### src/rtl/led_mode_sequencer_if.sv
// rtl/led_mode_sequencer_if.sv - board I/O bundle for the LED mode sequencer
// Switches and button flow into the sequencer; LEDs and mode flow out.
interface led_mode_sequencer_if;
  logic [3:0] sw;
  logic       btn;
  logic [3:0] led;
  logic [1:0] mode;

  modport master (output sw, output btn, input led, input mode);
  modport slave  (input sw, input btn, output led, output mode);
endinterface

### src/rtl/led_mode_sequencer.sv
// rtl/led_mode_sequencer.sv - switch/button sync, button debounce, 4-mode LED sequencer
// Modes cycle PASS -> COUNT -> CHASE -> BLINK on each debounced press; a prescaler paces animation.
module led_mode_sequencer #(
  parameter int TICK_DIV   = 31_250_000,
  parameter int DEB_CYCLES = 1_250_000
) (
  input  logic                 clk,
  input  logic                 rst_n,
  led_mode_sequencer_if.slave  bus
);
  localparam int TW = $clog2(TICK_DIV);
  localparam int DW = $clog2(DEB_CYCLES);
  localparam logic [TW-1:0] TICK_LAST = TW'(TICK_DIV - 1);
  localparam logic [DW-1:0] DEB_LAST  = DW'(DEB_CYCLES - 1);

  typedef enum logic [1:0] {
    MODE_PASS  = 2'd0,
    MODE_COUNT = 2'd1,
    MODE_CHASE = 2'd2,
    MODE_BLINK = 2'd3
  } mode_e;

  logic [3:0]    sw_meta_q, sw_s_q;
  logic          btn_meta_q, btn_s_q;
  logic          btn_db_q, btn_db_d;
  logic [DW-1:0] deb_cnt_q, deb_cnt_d;
  logic [TW-1:0] presc_q, presc_d;
  logic          phase_q, phase_d;
  mode_e         mode_q, mode_d, mode_next;
  logic [3:0]    led_q, led_d;
  logic          press, tick;

  always_ff @(posedge clk or negedge rst_n) begin
    if (!rst_n) begin
      sw_meta_q  <= '0;
      sw_s_q     <= '0;
      btn_meta_q <= 1'b0;
      btn_s_q    <= 1'b0;
      btn_db_q   <= 1'b0;
      deb_cnt_q  <= '0;
      presc_q    <= '0;
      phase_q    <= 1'b1;
      mode_q     <= MODE_PASS;
      led_q      <= '0;
    end else begin
      sw_meta_q  <= bus.sw;
      sw_s_q     <= sw_meta_q;
      btn_meta_q <= bus.btn;
      btn_s_q    <= btn_meta_q;
      btn_db_q   <= btn_db_d;
      deb_cnt_q  <= deb_cnt_d;
      presc_q    <= presc_d;
      phase_q    <= phase_d;
      mode_q     <= mode_d;
      led_q      <= led_d;
    end
  end

  always_comb begin
    btn_db_d  = btn_db_q;
    deb_cnt_d = '0;
    press     = 1'b0;
    // Any cycle where the synced level agrees with the debounced one restarts the count.
    if (btn_s_q != btn_db_q) begin
      if (deb_cnt_q == DEB_LAST) begin
        btn_db_d = btn_s_q;
        press    = btn_s_q;
      end else begin
        deb_cnt_d = deb_cnt_q + DW'(1);
      end
    end

    tick      = (presc_q == TICK_LAST);
    presc_d   = (tick || press) ? '0 : presc_q + TW'(1);
    mode_next = mode_e'(mode_q + 2'd1);
    mode_d    = mode_q;
    led_d     = led_q;
    phase_d   = phase_q;

    // A press overrides a coincident tick: entry values load, the step is dropped.
    if (press) begin
      mode_d  = mode_next;
      phase_d = 1'b1;
      case (mode_next)
        MODE_COUNT: led_d = 4'b0000;
        MODE_CHASE: led_d = 4'b0001;
        MODE_BLINK: led_d = sw_s_q;
        MODE_PASS:  led_d = sw_s_q;
      endcase
    end else begin
      case (mode_q)
        MODE_PASS:  led_d = sw_s_q;
        MODE_COUNT: if (tick && !sw_s_q[1]) led_d = led_q + 4'd1;
        MODE_CHASE: if (tick) led_d = sw_s_q[0] ? {led_q[0], led_q[3:1]} : {led_q[2:0], led_q[3]};
        MODE_BLINK: begin
          if (tick) phase_d = ~phase_q;
          led_d = phase_d ? sw_s_q : 4'b0000;
        end
      endcase
    end
  end

  assign bus.led  = led_q;
  assign bus.mode = mode_q;
endmodule

### src/flat_wrapper.sv
// flat-port wrapper written by rule: the top's interface ports become plain ports
module led_mode_sequencer_flat 
#(
  parameter int TICK_DIV   = 31_250_000,
  parameter int DEB_CYCLES = 1_250_000
)
  (clk, rst_n, bus_sw, bus_btn, bus_led, bus_mode);
  led_mode_sequencer_if bus_i ();
  input  logic clk;
  input  logic rst_n;
  input wire logic [$bits(bus_i.sw)-1:0] bus_sw;
  input wire logic [$bits(bus_i.btn)-1:0] bus_btn;
  output wire logic [$bits(bus_i.led)-1:0] bus_led;
  output wire logic [$bits(bus_i.mode)-1:0] bus_mode;
  assign bus_i.sw = bus_sw;
  assign bus_i.btn = bus_btn;
  assign bus_led = bus_i.led;
  assign bus_mode = bus_i.mode;
  led_mode_sequencer #(.TICK_DIV(TICK_DIV), .DEB_CYCLES(DEB_CYCLES)) u_core (.clk(clk), .rst_n(rst_n), .bus(bus_i));
endmodule
### config.mk
export PLATFORM = sky130hd
export DESIGN_NAME = led_mode_sequencer_flat
export DESIGN_NICKNAME = d
export VERILOG_FILES = /design/src/rtl/led_mode_sequencer_if.sv /design/src/rtl/led_mode_sequencer.sv /design/src/flat_wrapper.sv
export SDC_FILE = /design/constraint.sdc
export NUM_CORES = 1
export LEC_CHECK = 0
export ABC_AREA = 1
export CORE_MARGIN = 10
export CORE_UTILIZATION = 50
export CTS_BUF_LIST = sky130_fd_sc_hd__clkbuf_8
export DETAILED_ROUTE_END_ITERATION = 10
export GPL_TIMING_DRIVEN = 0
export PLACE_DENSITY = 0.78
export SETUP_SLACK_MARGIN = 0.05
export SLEW_MARGIN = 40
export SYNTH_ARGS = -nofsm -noshare
export SYNTH_HDL_FRONTEND = slang
export SYNTH_SLANG_ARGS = --single-unit
export TNS_END_PERCENT = 1
### constraint.sdc
create_clock -name clk -period 1.97 [get_ports clk]
set_input_delay 0.197 -clock clk [delete_from_list [all_inputs] [get_ports clk]]
set_output_delay 0.197 -clock clk [all_outputs]
set_load 0.01 [all_outputs]
==> flow_summary.yaml <==
outcome:
  status: "completed"
logic_synthesis:
  synth_compound_area_frac: 0.0569
  synth_nets: 482
  avgSynthCellArea_sq_um: 7.85
  async_flop_share: 1.00
  synth_top_family_by_area: "simple AND/OR/NAND/NOR gates"
  synthFlopType: "dfrtp_1"
  synth_area_leaders: "dfrtp_1 (43%), nor2_1 (9.2%), nand2_1 (8.3%)"
  synth.top_cell.area_share: 0.429
  synth_mux_area_frac: 0
  yosysUniqueCellTypes: 40
  synth_fa_ha_area_frac: 0.0238
  yosysTopAreaCell: "dfrtp_1"
  synth_enable_flop_cells: 0
  netlist_instances: 468
  yosys.area_share.xor_xnor: 0.0477
  synth.cell_area_sq_um: 3670
  yosysSeqAreaShare: 0.436
  ys_warn_count: 0
  ys_seq_elements: 64
  yosys.area_share.simple: 0.366
floorplanning:
  design.core.area_sq_um: 7210
  row_count: 31
  die_y_microns: 106
  die_area_sq_um: 11200
  ioPinCount: 13
  die_x_microns: 106
  start_util: 0.509
cells_and_area:
  post-route-util: 0.581
  fin_cells: 600
  final_area_sq_um: 4190
  layout-drive-gt1-share: 0.134
  diodes: 0
  ff_latch_area_sq_um: 1600
  fillers: 641
  nNetsFinal: 510
  multi_input_area_sq_um: 1860
  area_growth_pct: 14.2
critical_path:
  worstSetupEndpointType: "flip-flop"
  crit_buf_inv: 1
  cp-start-kind: "flip-flop"
  reg2reg_slack_ns: 0.14
  path_cells: "ha_1 > nand3_4 > nor4_1 > and2_1 > nand4_2 > nand2_4 > buf_6 > nor3_1"
  worst-setup-path-type: "flip-flop to flip-flop"
  critical_path.top_delay_family: "simple AND/OR/NAND/NOR gates"
  cp_max_fo: 10
  slowest_stage: "dfrtp_1"
  critPathLaunch: "u_core.deb_cnt_q[0]$_DFF_PN0_"
  slowest_delay_ns: 0.37
  worstReg2RegStart: "u_core.deb_cnt_q[0]$_DFF_PN0_"
  cp.arrival_ns: 2.07
  cp.required_ns: 2.20
route:
  vias_per_cell: 5.27
  post_drt_wl_per_cell_microns: 13.1
  drc: 0
  dr.pass1.iters: 5
  vias: 3161
  drt_iter0_drc: 173
  ant_nets: 0
  drt_wl_total_microns: 7880
timing:
  setup_tns_ns: 0
  fin_crit_ns: 1.83
  worst_pin_slew_ns: 0.399
  setup_viol: 0
  finalClockSkew_ns: 0.0115
  rsz0062_at_grt: "true"
  relSlewSlack: 0.731
  hold_viol_final: 0
  setup_ws_ns: 0.137
  fin_crit_sh: 0.931
  slew_violations: 0
  fmax_ghz: 0.546
place:
  gp_congestion: 0.953
  pre_cts_ws_ns: 0.0638
  place_hpwl_microns: 5860
  numPortBuffers: 12
  placed_area_sq_um: 3940
  place_inst: 580
clocking:
  clock-sinks: 64
  htree_levels: 3
  cts_root_buf: "clkbuf_8"
  clock_latency_ns: 0.34
  cts_tree: "built"
  clock_path_buffers: 2
  path_clk_slew_ns: 0.08
  numCtsBuffers: 9
grt:
  grt.total_usage: 0.146
  grt_pass1_wl_microns: 13800
  grt_max_degree: 39
  grt_overflow: 0
  grt_antenna_before_repair: 0
  grt_pass1_vias: 3038
pwr:
  p_per_area_nw_per_um2: 587
  combPwrFrac: 0.037
  switchingPower_uw: 598
  p_sw_frac: 0.243
  intPower_mw: 1.87
  seq_power_share: 0.548
  clkPwrFrac: 0.415
  power_leakage_nw: 1.76
  max-vdd-ir-drop_mv: 0.371
min_path:
  worst_hold_path_type: "input port to flip-flop"
  min_from: "bus_sw[0]"
job:
  drv_cap: 0
## placed cells by master, fill, tap and decap left out, types with 4 or more instances in the layout
| master | synthesis | final |
|---|---|---|
| a21oi_1 | 15 | 15 |
| buf_4 | 0 | 4 |
| clkbuf_8 | 0 | 10 |
| clkdlybuf4s50_1 | 0 | 11 |
| dfrtp_1 | 63 | 63 |
| ha_1 | 7 | 7 |
| inv_1 | 52 | 52 |
| inv_2 | 9 | 8 |
| nand2_1 | 81 | 81 |
| nand3_1 | 17 | 17 |
| nand4_1 | 15 | 15 |
| nor2_1 | 90 | 90 |
| nor2_2 | 6 | 4 |
| nor2_4 | 4 | 6 |
| nor3_1 | 21 | 21 |
| nor4_1 | 13 | 11 |
| o21ai_0 | 15 | 15 |
| xnor2_1 | 7 | 7 |
| xor2_1 | 13 | 13 |
## sequential cells by signal, indices dropped and copies added, names as in the netlist
signal / cells
u_core.phase_q: 1
u_core.presc_q: 25
u_core.sw_meta_q: 4
u_core.bus.led: 4
u_core.bus.mode: 2
u_core.btn_s_q: 1
u_core.btn_meta_q: 1
u_core.sw_s_q: 4
u_core.deb_cnt_q: 21
u_core.btn_db_q: 1
## what timing repair did
item,CTS,global route
resized for setup,0,8
hold endpoints to repair,26,0
hold buffers,1,0
buffers inserted,0,3
endpoints found under the setup margin,0,35
## layout make-up
| class | count | area share |
|---|---|---|
| buffer | 3 | 0.00507 |
| clock buffer | 10 | 0.0328 |
| clock inverter | 6 | 0.0101 |
| inverter | 62 | 0.0561 |
| multi-input combinational | 339 | 0.444 |
| sequential | 64 | 0.382 |
| tap | 99 | 0.0295 |
| timing repair buffer | 17 | 0.0406 |
## through the flow
stage                     power, mW  hold WS (ns)
after global routing           2.57         0.266
after detailed placement       1.46         0.134
after CTS                      2.49         0.273
after global placement         1.46         0.332
after floorplan                1.40       -0.0986
final                          2.46         0.285
## worst paths after layout
path	to	cells after the start
hold reg to reg	u_core.sw_s_q[3]$_DFF_PN0_	0
min in group asynchronous	u_core.deb_cnt_q[3]$_DFF_PN0_	2
setup reg to reg	u_core.presc_q[17]$_DFF_PN0_	8
max in group asynchronous	u_core.phase_q$_DFFE_PN1P_	3
setup / recovery	u_core.presc_q[17]$_DFF_PN0_	8
hold / removal	u_core.sw_meta_q[0]$_DFF_PN0_	1
## Yosys cell counts (3+ instances only)
library cell,number
xor2_1,13
nor2_2,6
xnor2_1,7
inv_2,9
nor3_2,3
dfrtp_1,63
nand3_2,3
nand3_1,17
nand2_2,4
nor3b_1,3
nor2_1,90
a21oi_1,15
nand4_2,3
nor2_4,4
inv_1,52
o21ai_0,15
nor3_1,21
nor4_1,13
nand2_1,81
nand4_1,15
ha_1,7
## power groups by stage
stage / registers (mW) / logic, mW / clock network (mW)
after floorplan: 1.37 / 0.0293 / 0
after global placement: 1.38 / 0.0820 / 0
after detailed placement: 1.38 / 0.0887 / 0
after CTS: 1.35 / 0.0904 / 1.05
after global routing: 1.35 / 0.104 / 1.11
final: 1.35 / 0.0916 / 1.02
## layer usage
metal  part of all wire  vias up  global-route usage
li1                   -     1581                   -
met1               0.45     1486               0.180
met2               0.49       84               0.240
met3              0.052       10              0.0402
met4              0.013        0              0.0503
met5                  0        -                   0
## logic make-up after synthesis
family                     after synthesis
AOI/OAI and AO/OA                       38
DFF                                     64
xor gates and xnor gates                20
and+or+nand+nor                        274
adders and majority gates                7
buffers and inverters                   65
No activity file was read; power rests on OpenSTA's default activity.
